File: src/rtl/vx_mem_arb_pkg.sv
// rtl/vx_mem_arb_pkg.sv - shared types and widths for the VX memory port arbiter
package vx_mem_arb_pkg;

  // Arbiter FSM: grant in IDLE, present to downstream in SEND, route read data in WAIT_RSP
  typedef enum logic [1:0] {
    IDLE     = 2'd0,
    SEND     = 2'd1,
    WAIT_RSP = 2'd2
  } state_t;

  localparam int BE_W   = 4;
  localparam int DATA_W = 32;
  localparam int ADDR_W = 32;

endpackage

File: src/rtl/vx_rr_pick.sv
// rtl/vx_rr_pick.sv - combinational round-robin picker starting at a priority pointer
module vx_rr_pick #(
  parameter int NUM_REQ = 2,
  parameter int IDX_W   = $clog2(NUM_REQ)
) (
  input  logic [NUM_REQ-1:0] req_i,
  input  logic [IDX_W-1:0]   ptr_i,
  output logic               any_o,
  output logic [IDX_W-1:0]   idx_o,
  output logic [NUM_REQ-1:0] grant_o
);

  int pos;

  // Scan from ptr_i upward with wrap; the first asserted request wins
  always_comb begin
    any_o   = 1'b0;
    idx_o   = '0;
    grant_o = '0;
    pos     = 0;
    for (int i = 0; i < NUM_REQ; i++) begin
      pos = int'(ptr_i) + i;
      if (pos >= NUM_REQ) pos = pos - NUM_REQ;
      if (!any_o && req_i[pos]) begin
        any_o        = 1'b1;
        idx_o        = IDX_W'(pos);
        grant_o[pos] = 1'b1;
      end
    end
  end

endmodule

File: src/rtl/vx_mem_obi_arbiter.sv
// rtl/vx_mem_obi_arbiter.sv - round-robin sharing of one single-outstanding VX memory port
module vx_mem_obi_arbiter
  import vx_mem_arb_pkg::*;
#(
  parameter int NUM_REQ       = 2,
  parameter int TAG_WIDTH_BIT = 1
) (
  input  logic                               clk_i,
  input  logic                               rst_i,
  input  logic [NUM_REQ-1:0]                 req_valid_i,
  input  logic [NUM_REQ-1:0]                 req_rw_i,
  input  logic [NUM_REQ*BE_W-1:0]            req_byteen_i,
  input  logic [NUM_REQ*ADDR_W-1:0]          req_addr_i,
  input  logic [NUM_REQ*DATA_W-1:0]          req_data_i,
  input  logic [NUM_REQ*TAG_WIDTH_BIT-1:0]   req_tag_i,
  output logic [NUM_REQ-1:0]                 req_ready_o,
  output logic [NUM_REQ-1:0]                 rsp_valid_o,
  output logic [DATA_W-1:0]                  rsp_data_o,
  output logic [TAG_WIDTH_BIT-1:0]           rsp_tag_o,
  input  logic [NUM_REQ-1:0]                 rsp_ready_i,
  output logic                               mem_req_valid_o,
  output logic                               mem_req_rw_o,
  output logic [BE_W-1:0]                    mem_req_byteen_o,
  output logic [ADDR_W-1:0]                  mem_req_addr_o,
  output logic [DATA_W-1:0]                  mem_req_data_o,
  output logic [TAG_WIDTH_BIT-1:0]           mem_req_tag_o,
  input  logic                               mem_req_ready_i,
  input  logic                               mem_rsp_valid_i,
  input  logic [DATA_W-1:0]                  mem_rsp_data_i,
  input  logic [TAG_WIDTH_BIT-1:0]           mem_rsp_tag_i,
  output logic                               mem_rsp_ready_o,
  output logic                               err_o
);

  localparam int IDX_W = $clog2(NUM_REQ);

  state_t                   state_q, state_d;
  logic [IDX_W-1:0]         prio_ptr_q, prio_ptr_d;
  logic [IDX_W-1:0]         owner_q, owner_d;
  logic                     rw_q, rw_d;
  logic [BE_W-1:0]          byteen_q, byteen_d;
  logic [ADDR_W-1:0]        addr_q, addr_d;
  logic [DATA_W-1:0]        data_q, data_d;
  logic [TAG_WIDTH_BIT-1:0] tag_q, tag_d;
  logic                     err_q, err_d;

  logic                     pick_any;
  logic [IDX_W-1:0]         pick_idx;
  logic [NUM_REQ-1:0]       pick_grant;

  vx_rr_pick #(
    .NUM_REQ (NUM_REQ),
    .IDX_W   (IDX_W)
  ) u_pick (
    .req_i   (req_valid_i),
    .ptr_i   (prio_ptr_q),
    .any_o   (pick_any),
    .idx_o   (pick_idx),
    .grant_o (pick_grant)
  );

  // The downstream sees only the latched request; read data is shared and qualified by rsp_valid_o
  assign mem_req_rw_o     = rw_q;
  assign mem_req_byteen_o = byteen_q;
  assign mem_req_addr_o   = addr_q;
  assign mem_req_data_o   = data_q;
  assign mem_req_tag_o    = tag_q;
  assign rsp_data_o       = mem_rsp_data_i;
  assign rsp_tag_o        = mem_rsp_tag_i;
  assign err_o            = err_q;

  // Next-state, capture and handshake outputs for the grant/send/response sequence
  always_comb begin
    state_d         = state_q;
    prio_ptr_d      = prio_ptr_q;
    owner_d         = owner_q;
    rw_d            = rw_q;
    byteen_d        = byteen_q;
    addr_d          = addr_q;
    data_d          = data_q;
    tag_d           = tag_q;
    err_d           = err_q;
    req_ready_o     = '0;
    rsp_valid_o     = '0;
    mem_req_valid_o = 1'b0;
    mem_rsp_ready_o = 1'b0;

    case (state_q)
      IDLE: begin
        if (pick_any) begin
          req_ready_o = pick_grant;
          owner_d     = pick_idx;
          rw_d        = req_rw_i[pick_idx];
          byteen_d    = req_byteen_i[int'(pick_idx)*BE_W +: BE_W];
          addr_d      = req_addr_i[int'(pick_idx)*ADDR_W +: ADDR_W];
          data_d      = req_data_i[int'(pick_idx)*DATA_W +: DATA_W];
          tag_d       = req_tag_i[int'(pick_idx)*TAG_WIDTH_BIT +: TAG_WIDTH_BIT];
          prio_ptr_d  = (pick_idx == IDX_W'(NUM_REQ - 1)) ? '0 : pick_idx + 1'b1;
          state_d     = SEND;
        end
      end
      SEND: begin
        mem_req_valid_o = 1'b1;
        if (mem_req_ready_i) begin
          state_d = rw_q ? IDLE : WAIT_RSP;
        end
      end
      WAIT_RSP: begin
        rsp_valid_o[owner_q] = mem_rsp_valid_i;
        mem_rsp_ready_o      = rsp_ready_i[owner_q];
        if (mem_rsp_valid_i && rsp_ready_i[owner_q]) begin
          state_d = IDLE;
        end
      end
      default: begin
        state_d = IDLE;
      end
    endcase

    // A response with nothing outstanding is dropped and flagged until reset
    if (mem_rsp_valid_i && (state_q != WAIT_RSP)) begin
      err_d = 1'b1;
    end
  end

  // State and capture registers with synchronous reset
  always_ff @(posedge clk_i) begin
    if (rst_i) begin
      state_q    <= IDLE;
      prio_ptr_q <= '0;
      owner_q    <= '0;
      rw_q       <= 1'b0;
      byteen_q   <= '0;
      addr_q     <= '0;
      data_q     <= '0;
      tag_q      <= '0;
      err_q      <= 1'b0;
    end else begin
      state_q    <= state_d;
      prio_ptr_q <= prio_ptr_d;
      owner_q    <= owner_d;
      rw_q       <= rw_d;
      byteen_q   <= byteen_d;
      addr_q     <= addr_d;
      data_q     <= data_d;
      tag_q      <= tag_d;
      err_q      <= err_d;
    end
  end

endmodule

File: config.mk
export PLATFORM = sky130hd
export DESIGN_NAME = vx_mem_obi_arbiter
export DESIGN_NICKNAME = d
export VERILOG_FILES = /design/src/rtl/vx_mem_arb_pkg.sv /design/src/rtl/vx_rr_pick.sv /design/src/rtl/vx_mem_obi_arbiter.sv
export SDC_FILE = /design/constraint.sdc
export NUM_CORES = 1
export LEC_CHECK = 0
export ABC_AREA = 0
export CORE_AREA = 2 2 113 115
export CTS_CLUSTER_SIZE = 24
export DETAILED_ROUTE_END_ITERATION = 12
export DIE_AREA = 0 0 115 117
export DONT_BUFFER_PORTS = 1
export PLACE_DENSITY = 0.53
export SYNTH_ARGS = -nofsm -noshare
export SYNTH_HDL_FRONTEND = slang
export SYNTH_SLANG_ARGS = --single-unit
export TNS_END_PERCENT = 10
File: constraint.sdc
create_clock -name clk_i -period 2.7 [get_ports clk_i]
set_input_delay 0.81 -clock clk_i [delete_from_list [all_inputs] [get_ports clk_i]]
set_output_delay 0.81 -clock clk_i [all_outputs]
set_load 0.03 [all_outputs]
==> metrics.md, run 1 <==
| Metric | Value |
|---|---|
| Max-slew headroom | `0.490` |
| Total routed wirelength | `roughly 12000 µm` |
| Data arrival, critical path | `1460 ps` |
| Most frequent cell after synthesis | `dfxtp_1` |
| TritonCTS clock tree | `yes` |
| Crit-path slowest cell | `dfxtp_1` |
| Die width | `115 µm` |
| Count of cell types in the netlist | `26` |
| H-tree depth | `3` |
| RSZ-0062 raised after global routing | `no` |
| Layout cells sized above 1 | `0.0688` |
| PD cells | `835 nW/µm²` |
| # DRC | `0` |
| Post-synth EDFFs | `0` |
| Max-slew violations | `0` |
| Clock tree buffer depth | `2` |
| CP startpoint kind | `register` |
| Ranking of synthesized cells by area | `dfxtp_1 (40%), a31oi_1 (12%), nand4_1 (12%)` |
| Top_reg_cell synth | `dfxtp_1` |
| Core area | `approximately 12000 µm²` |
| Row count | `41` |
| Slowest stage delay, CP | `510 ps` |
| Crit share post-route | `0.841` |
| Via-per-instance ratio | `6.55` |
| MaxCap Viol Count | `0` |
| Critical-path cell list | `nand2b_1 > nor2_1` |
| Inserted Clock Buffers | `9` |
| Synth Net Count | `659` |
| Final Power | `3.22 mW` |
| Worst VDD drop | `248 µV` |
| Core Util, Final | `0.314` |
| # setup viols final | `0` |
| Worst Tran Pin Value | `approximately 770 ps` |
| Antenna cells | `0` |
| Total grt overflow | `0` |
| DIE HEIGHT | `117 µm` |
| Hold Buf Count CTS | `0` |
| ANT nets after route | `0` |
| Tmin final | `2270 ps` |
| Average wire per cell in the routed design | `roughly 22 µm` |
| Setup TNS | `0 ps` |
| Crit Path Category | `register to output port` |
| Syn_area_per_cell | `just under 8 µm²` |
| Synthesized area | `3790 µm²` |
| Outcome | `completed` |
| Synth-to-Final Area Change | `1.88%` |
| Synth async-reset ratio | `0` |
| Most frequent cells after synthesis | `dfxtp_1 (75), nand3_1 (71), a31oi_1 (70), nand4_1 (70), o21ai_0 (51)` |
| GP Congestion | `0.735` |
| Register area | `1500 µm²` |
| Clk sinks | `75` |
| Postcts setup bufs | `0` |
| R2R Setup Slk | `920 ps` |
| IO Count | `around 290` |
| Synth area leader | `dfxtp_1` |
| Layout Skew | `6.69 ps` |
| Hold Crit Class | `register to register` |
| Initial Util | `0.308` |
| Crit-path max FO | `6` |
| First-pass GRT wire length | `18000 µm` |
| 1st-iter DRT viols | `195` |
| Multi-input gate area | `1760 µm²` |
| WHS | `528 ps` |
| Fill cell count | `1285` |
| Final hold vios | `0` |
| Area share of the largest cell type after synthesis | `0.396` |
| Fin nets | `584` |
| CTS resizes | `0` |
| Vias | `3650` |
| Synth Warn # | `0` |
| Syn Inst Count | `478` |
| FMAX | `440 MHz` |
| Aggregate global-route resource usage | `0.173` |
| DR pass1 iterations | `4` |
| CTS root buf | `clkbuf_16` |
| Post-synthesis sequential area ratio | `0.396` |
| Register bit total from synthesis | `75` |
| Die ar. | `13500 µm²` |
| WP data required | `approximately 1900 ps` |
| Placement Cell Area | `roughly 3500 µm²` |
| Buf/Inv on CP | `0` |
| Crit. End Element | `output port` |
| Final Cell Area | `just under 4000 µm²` |
| Clock latency at the later pin of the worst-skew pair | `340 ps` |
| Worst-path clk slew | `60 ps` |
| PortBufs | `0` |
| Initial antenna violation count | `0` |
| Lkg Pwr | `1.18 nW` |
| DP Wirelength | `7560 µm` |
| Largest net degree at the start of global routing | `76` |
| Vias in the first global route | `3449` |
| Family with the most delay on the worst path | `simple AND/OR/NAND/NOR gates` |
[cell usage in the layout (no fill, tap or decap), types with 3 or more instances in the layout]
master     instances
clkbuf_16          9
nand3_1           71
o21ai_0           51
dfxtp_1           75
nand4_1           70
o21ai_1           23
inv_1              3
buf_4              6
a31oi_1           70
a21oi_1            5
[through the flow]
step                      instances  setup WS [ps]
after floorplan                 478            263
after global placement          542            521
after detailed placement        542            517
after CTS                       557            410
after global routing            557            336
final                           557            428
[final cells by class]
class,count,area share
multi-input combinational,306,0.455
sequential,75,0.389
clock buffer,10,0.0619
tap,150,0.0486
timing repair buffer,8,0.0220
clock inverter,5,0.0201
inverter,3,0.00292
[routing by layer]
layer / up-vias / global-route usage / share of wire
li1: 1641 / - / -
met1: 1749 / 0.177 / 0.37
met2: 233 / 0.315 / 0.51
met3: 27 / 0.0541 / 0.096
met4: 0 / 0.0916 / 0.021
met5: - / 0 / 0
[worst reg2reg max path, stage by stage, from the launching register on]
cell and delay [ps]:
dfxtp_1 510, or2_2 570, buf_4 330, o21ai_0 130
a31oi_1 190
[path summary, 6_finish.rpt]
check / from / endpoint / cells past startpoint
hold / removal: prio_ptr_q$_SDFFE_PP0P_ / prio_ptr_q$_SDFFE_PP0P_ / 2
setup / recovery: state_q[1]$_SDFFE_PP0P_ / mem_rsp_ready_o / 2
hold reg to reg: prio_ptr_q$_SDFFE_PP0P_ / prio_ptr_q$_SDFFE_PP0P_ / 2
setup reg to reg: state_q[1]$_SDFFE_PP0P_ / mem_req_data_o[27]$_SDFFE_PP0P_ / 4
[cell families (layout without fill, tap and decap cells)]
family	Yosys count	in the layout	share of synthesized area
AND/OR/NAND/NOR	155	155	0.234
multiplexers	1	1	0.00264
flip-flops	75	75	0.396
buffers and inverters	97	26	0.142
AO/OA/AOI/OAI	150	150	0.225
[flip-flops by register name, summed over array words and instances, names as in the netlist]
signal and count:
prio_ptr_q 1, state_q 2, mem_req_byteen_o 4, mem_req_data_o 32, mem_req_rw_o 1, owner_q 1
mem_req_tag_o 1, err_o 1, mem_req_addr_o 32
[power by group]
group,switching (mW),total (mW),internal (mW)
combinational,0.295,0.439,0.144
clock,0.461,1.29,0.825
sequential,0.282,1.50,1.22
(Power assumes the default switching activity.)
==> inputs of run 2 (changes only) <==
- ABC_AREA: 0 -> 1
- CORE_AREA: 2 2 113 115 -> 2 2 114 116
- DIE_AREA: 0 0 115 117 -> 0 0 116 118
- PLACE_DENSITY: 0.53 -> 0.58
- clock period: 2.7 -> 2.05 ns (I/O delays scaled with it)
==> run 2 against run 1 <==
- wire length shrank 0.64%
- synthesized cell count grew 41%
- die area grew 1.7%
- clock skew grew 1.4 ps
- area after synthesis grew 14%
- non-clock buffer count grew 5
- count of clock-buffer cells in the layout grew 2
- core utilization grew 4.4 points
- setup slack lost 300 ps
- clock power grew 55%
- worst hold slack lost 170 ps
- total power grew 59%
- highest routed layer unchanged
==> metrics.md, run 2 <==
| Metric | Value |
|---|---|
| CTS root buf | `clkbuf_16` |
| Final hold vios | `0 (unchanged)` |
| Synthesized area | `4320 µm² (+14%)` |
| Register bit total from synthesis | `75 (unchanged)` |
| Postcts setup bufs | `0 (unchanged)` |
| 1st-iter DRT viols | `180 (-7.7%)` |
| Setup TNS | `0 ps (unchanged)` |
| Clock power share | `0.391 (-0.008)` |
| Data arrival, critical path | `1310 ps (-150 ps)` |
| Ranking of synthesized cells by area | `dfxtp_1 (35%), nor2_1 (14%), nand2_1 (13%)` |
| Lkg Pwr | `2.32 nW (+96%)` |
| GP Congestion | `0.776 (+5.6%)` |
| H-tree depth | `3 (unchanged)` |
| Max-slew headroom | `0.478 (-0.0115)` |
| # setup viols final | `0 (unchanged)` |
| Synth async-reset ratio | `0 (unchanged)` |
| Synth Net Count | `856 (+30%)` |
| Initial Util | `0.348 (+0.0401)` |
| Antenna cells | `0 (unchanged)` |
| PortBufs | `0 (unchanged)` |
| # DRC | `0 (unchanged)` |
| Most frequent cell after synthesis | `nor2_1` |
| Crit. End Element | `output port` |
| Outcome | `completed` |
| Placement Cell Area | `4060 µm² (+15%)` |
| Syn Inst Count | `675 (+41%)` |
| Switching share of total power | `0.345 (+0.0225)` |
| Post-synthesis sequential area ratio | `0.348 (-0.0486)` |
| Hold Buf Count CTS | `0 (unchanged)` |
| TritonCTS clock tree | `yes` |
| Post-synth EDFFs | `0 (unchanged)` |
| Worst VDD drop | `424 µV (+71%)` |
| Crit-path max FO | `4 (-2)` |
| Internal Power | `3.35 mW (+53%)` |
| Largest net degree at the start of global routing | `75 (-1.3%)` |
| Vias in the first global route | `3912 (+13%)` |
| Syn_area_per_cell | `6.40 µm² (-19%)` |
| Final Power | `5.11 mW (+59%)` |
| DR pass1 iterations | `4 (unchanged)` |
| Layout Skew | `8.08 ps (+1.38 ps)` |
| Most frequent cells in the layout | `nor2_1 (159), nand2_1 (150), nand4_1 (89), inv_1 (84), dfxtp_1 (74)` |
| Layout cells sized above 1 | `0.0548 (-0.0140)` |
| Crit share post-route | `0.938` |
| Core area | `12400 µm² (+0.83%)` |
| Switching Power | `1.76 mW (+70%)` |
| First-pass GRT wire length | `19200 µm (+6.3%)` |
| Total grt overflow | `0 (unchanged)` |
| Hold Crit Class | `input pin to register` |
| Count of cell types in the netlist | `17 (-35%)` |
| Seq pwr share | `0.417 (-0.048)` |
| Clk sinks | `75 (unchanged)` |
| Inserted Clock Buffers | `9 (unchanged)` |
| Clock tree buffer depth | `2 (unchanged)` |
| Most common cell after layout, fill and taps aside | `nor2_1` |
| Average wire per cell in the routed design | `15.3 µm (-30%)` |
| Die ar. | `13700 µm² (+1.7%)` |
| Synth Warn # | `0 (unchanged)` |
| IO Count | `291 (unchanged)` |
| Clock latency at the later pin of the worst-skew pair | `330 ps (about the same)` |
| RSZ-0062 raised after global routing | `no` |
| WP data required | `1430 ps (-460 ps)` |
| Initial antenna violation count | `0 (unchanged)` |
| Comb pwr share | `0.192 (+0.056)` |
| Worst Tran Pin Value | `783 ps (+17.2 ps)` |
| Final Non-Filler Cells | `793 (+42%)` |
| Placed cell count | `777 (+43%)` |
| Fin nets | `797 (+36%)` |
| Area share of the largest cell type after synthesis | `0.348 (-0.0486)` |
| PD cells | `1150 nW/µm² (+38%)` |
| Row count | `41 (unchanged)` |
| Final Cell Area | `4440 µm² (+15%)` |
| DIE HEIGHT | `118 µm (+0.85%)` |
| CP startpoint kind | `register` |
| Aggregate global-route resource usage | `0.177 (+0.00406)` |
| Top_reg_cell synth | `dfxtp_1` |
| MaxCap Viol Count | `0 (unchanged)` |
| Die width | `116 µm (+0.87%)` |
| Crit Path Category | `register to output port` |
| Tmin final | `slightly below 2000 ps` |
| DP Wirelength | `7910 µm (+4.6%)` |
| Synth-to-Final Area Change | `2.81%` |
| Worst-path clk slew | `60 ps (about the same)` |
| ANT nets after route | `0 (unchanged)` |
| Vias | `3988 (+9.3%)` |
| Max-slew violations | `0 (unchanged)` |
| Synth area leader | `dfxtp_1` |
| FMAX | `520 MHz` |
| Via-per-instance ratio | `5.03 (-23%)` |
| Most frequent cells after synthesis | `nor2_1 (159), nand2_1 (151), nand4_1 (89), inv_1 (84), dfxtp_1 (75)` |
| Total routed wirelength | `12100 µm (-0.64%)` |
[run 2: per-layer routing]
layer	GRT usage	vias up	routed length, µm
met4	0.0856	0	320
met5	0	-	0
met1	0.194	1810	4850
met3	0.0541	29	1080
li1	-	1964	-
met2	0.305	185	5870
[run 2: area by class of cell]
type	count	area, µm²
fill	1368	7980
multi-input combinational	433	1920
sequential	75	1500
inverter	84	315
clock buffer	12	256
tap	172	215
clock inverter	4	120
timing repair buffer	13	110
[run 2: power by group through the flow]
stage               clock [mW]  sequential, mW  combinational (mW)
CTS                       2.07            2.13               0.994
finish                    2.00            2.13               0.982
global placement             0            2.16               0.959
global route              2.13            2.15                1.13
floorplan                    0            2.11                1.06
detailed placement           0            2.16               0.993
[run 2: kinds of logic (layout without fill, tap and decap cells)]
logic type	count (synthesis)	count (layout)	share of synthesized area
AOI/OAI and AO/OA	5	5	0.00579
and+or+nand+nor	428	428	0.438
buffers and inverters	167	113	0.208
DFF	75	75	0.348
[run 2: what timing repair did]
item	CTS	global route
hold endpoints to repair	0	0
resized for setup	0	1
endpoints found under the setup margin	0	2
[run 2: per-stage QoR]
| step | util | setup WS [ps] | hold WS [ps] |
|---|---|---|---|
| 3_5_place_dp | 0.327 | 260 | 479 |
| 6_report | 0.358 | 127 | 357 |
| 3_3_place_gp | 0.327 | 333 | 470 |
| 5_1_grt | 0.358 | 8.17 | 335 |
| 2_1_floorplan | - | 52.9 | 453 |
| 4_1_cts | 0.357 | 40.8 | 331 |
[run 2: worst max-delay path, stage by stage (launching register included)]
cell and delay (ps):
dfxtp_2 370, inv_1 50, nor2_1 110, inv_1 100, nor3_1 160, buf_4 200
[run 2: worst paths after layout]
check             slack [ps]               startpoint                         endpoint  cells after the start
setup / recovery         130  state_q[1]$_SDFFE_PP0P_                   rsp_valid_o[1]                      5
hold / removal           360                    rst_i  mem_req_addr_o[17]$_SDFFE_PP0P_                      1
setup reg to reg         520  prio_ptr_q$_SDFFE_PP0P_  mem_req_addr_o[28]$_SDFFE_PP0P_                      6
hold reg to reg          490  prio_ptr_q$_SDFFE_PP0P_          prio_ptr_q$_SDFFE_PP0P_                      2
==> inputs of run 3 (changes only) <==
- PLACE_DENSITY: 0.58 -> 0.57
- clock period: 2.05 -> 2.3 ns (I/O delays scaled with it)
==> run 3 against run 2 <==
- clock skew increased by 1.1 ps
- worst hold slack improved by 71 ps
- clock power decreased by 24%
- critical path type unchanged
- first-iteration DRC count decreased by 2.8%
- global-route usage decreased by 0.71 points
- core utilization decreased by 0.65 points
- die area unchanged
- total power decreased by 16%
- critical endpoint unchanged
- combinational power decreased by 12%
- count of clock-buffer cells in the layout unchanged
- cell count decreased by 0.38%
- setup slack improved by 59 ps
==> metrics.md, run 3 (synthesis gave the netlist of run 2 again) <==
| Metric | Value |
|---|---|
| Aggregate global-route resource usage | `0.170 (-0.00708)` |
| DR pass1 iterations | `6 (+2)` |
| Hold Buf Count CTS | `0 (unchanged)` |
| Hold Crit Class | `input pin to register` |
| Family with the most delay on the worst path | `flip-flops` |
| Most common cell after layout, fill and taps aside | `nor2_1` |
| DP Wirelength | `7800 µm (-1.4%)` |
| Slowest stage delay, CP | `420 ps (+50 ps)` |
| Clk sinks | `75 (unchanged)` |
| Tmin final | `between 2000 and 2500 ps` |
| R2R Setup Slk | `680 ps (+160 ps)` |
| Fin nets | `794 (-0.38%)` |
| Max-slew headroom | `0.484 (+0.00616)` |
| RSZ-0062 raised after global routing | `no` |
| Die width | `116 µm (unchanged)` |
| Reg-to-reg endpoint | `mem_req_data_o[26]$_SDFFE_PP0P_` |
| Crit share post-route | `0.919` |
| Via-per-instance ratio | `5.07 (+0.73%)` |
| Average wire per cell in the routed design | `15.2 µm (-0.76%)` |
| Crit-path slowest cell | `dfxtp_1` |
| Vias | `4002 (+0.35%)` |
| Initial antenna violation count | `0 (unchanged)` |
| Core area | `12400 µm² (unchanged)` |
| WP data required | `1610 ps (+180 ps)` |
| Core Util, Final | `0.351 (-0.00645)` |
| CTS resizes | `0 (unchanged)` |
| Row count | `41 (unchanged)` |
| Inserted Clock Buffers | `9 (unchanged)` |
| TritonCTS clock tree | `yes` |
| IO Count | `291 (unchanged)` |
| Antenna cells | `0 (unchanged)` |
| Setup TNS | `0 ps (unchanged)` |
| Lkg Pwr | `2.28 nW (-1.8%)` |
| Max-slew violations | `0 (unchanged)` |
| PortBufs | `0 (unchanged)` |
| Crit-path max FO | `4 (unchanged)` |
| CTS root buf | `clkbuf_16` |
| Total grt overflow | `0 (unchanged)` |
| CP startpoint kind | `register` |
| Postcts setup bufs | `0 (unchanged)` |
| Reg2reg start | `state_q[0]$_SDFFE_PP0P_` |
| Outcome | `completed` |
| 1st-iter DRT viols | `175 (-2.8%)` |
| Most used cell along the critical path | `inv_1` |
| Worst Setup EP | `rsp_valid_o[1]` |
| Initial Util | `0.348 (unchanged)` |
| Total routed wirelength | `12000 µm (-1.1%)` |
| Vias in the first global route | `3800 (-2.9%)` |
| Worst Tran Pin Value | `773 ps (-9.24 ps)` |
| H-tree depth | `3 (unchanged)` |
| MaxCap Viol Count | `0 (unchanged)` |
| Crit Path Category | `register to output port` |
| Final hold vios | `0 (unchanged)` |
| GP Congestion | `0.815 (+5.1%)` |
| Stages on worst setup path | `5 (unchanged)` |
| Buf/Inv on CP | `3 (unchanged)` |
| First-pass GRT wire length | `18400 µm (-3.8%)` |
| PD cells | `984 nW/µm² (-15%)` |
| Clock tree buffer depth | `2 (unchanged)` |
| # setup viols final | `0 (unchanged)` |
| Layout Skew | `9.14 ps (+1.07 ps)` |
| Die ar. | `13700 µm² (unchanged)` |
| Data arrival, critical path | `1420 ps (+110 ps)` |
| Worst-path clk slew | `60 ps (about the same)` |
| CP Launch Point | `state_q[1]$_SDFFE_PP0P_` |
| Most frequent cells in the layout | `nor2_1 (159), nand2_1 (150), nand4_1 (89), inv_1 (84), dfxtp_1 (75)` |
| # DRC | `0 (unchanged)` |
| Largest net degree at the start of global routing | `75 (unchanged)` |
| Worst VDD drop | `311 µV (-27%)` |
| Crit. End Element | `output port` |
| FF-to-FF path depth | `6 (unchanged)` |
| Final Power | `4.29 mW (-16%)` |
| Critical-path cell list | `inv_1 > nor2_1 > inv_1 > nor3_1 > buf_4` |
| Synth-to-Final Area Change | `0.956%` |
| ANT nets after route | `0 (unchanged)` |
| Layout cells sized above 1 | `0.0469 (-0.00782)` |
| Clock latency at the later pin of the worst-skew pair | `330 ps (about the same)` |
| FMAX | `around 470 MHz` |
| DIE HEIGHT | `118 µm (unchanged)` |
-- run 3: changes by cell type in the layout (fill, tap and decap cells not counted), sizes merged --
cell and change:
buf -3, bufinv -2, clkinv +2
-- run 3: worst min path at each step --
| stage | end | cells after the start | from | slack, ps |
|---|---|---|---|---|
| floorplan | prio_ptr_q$_SDFFE_PP0P_ | 2 | prio_ptr_q$_SDFFE_PP0P_ | 450 |
| global placement | owner_q$_SDFFE_PP0P_ | 2 | owner_q$_SDFFE_PP0P_ | 480 |
| detailed placement | owner_q$_SDFFE_PP0P_ | 2 | owner_q$_SDFFE_PP0P_ | 490 |
| CTS | mem_req_addr_o[6]$_SDFFE_PP0P_ | 1 | rst_i | 410 |
| global route | mem_req_addr_o[23]$_SDFFE_PP0P_ | 1 | rst_i | 410 |
| finish | mem_req_data_o[2]$_SDFFE_PP0P_ | 1 | rst_i | 430 |
-- run 3: final cells by class --
type / count / area (µm²)
Sequential cell: 75 / 1500
Clock buffer: 12 / 246
Multi-Input combinational cell: 433 / 1920
Timing Repair Buffer: 10 / 87.6
Fill cell: 1383 / 8060
Clock inverter: 4 / 73.8
Inverter: 84 / 315
Tap cell: 172 / 215
-- run 3: power by group --
group          leakage [nW]  total, mW  internal, mW  switching [mW]
registers             0.618       1.90          1.47           0.431
clock network         0.157       1.53         0.981           0.545
logic                  1.51      0.863         0.280           0.583
total                  2.28       4.29          2.73            1.56
-- run 3: worst reg2reg max path, cell delays in order, from the launching register on --
cell	delay, ps
dfxtp_1	340
nor2_4	220
buf_4	470
nand4_1	290
nand3_1	130
nand2_1	50
inv_1	60
-- run 3: stage by stage --
stage                     cell area [µm²]  std cells  setup slack (ps)  hold slack, ps
after global routing                 4360        790              81.6             411
final                                4360        790               186             429
after floorplan                      4320        675               153             453
after detailed placement             4040        774               399             486
after global placement               4040        774               393             482
after CTS                            4360        790               179             412
-- run 3: routing by layer --
metal	track usage	vias to the layer above	part of all wire
li1	-	1959	-
met1	0.186	1829	0.40
met2	0.293	191	0.49
met3	0.0623	23	0.095
met4	0.0647	0	0.022
met5	0	-	0
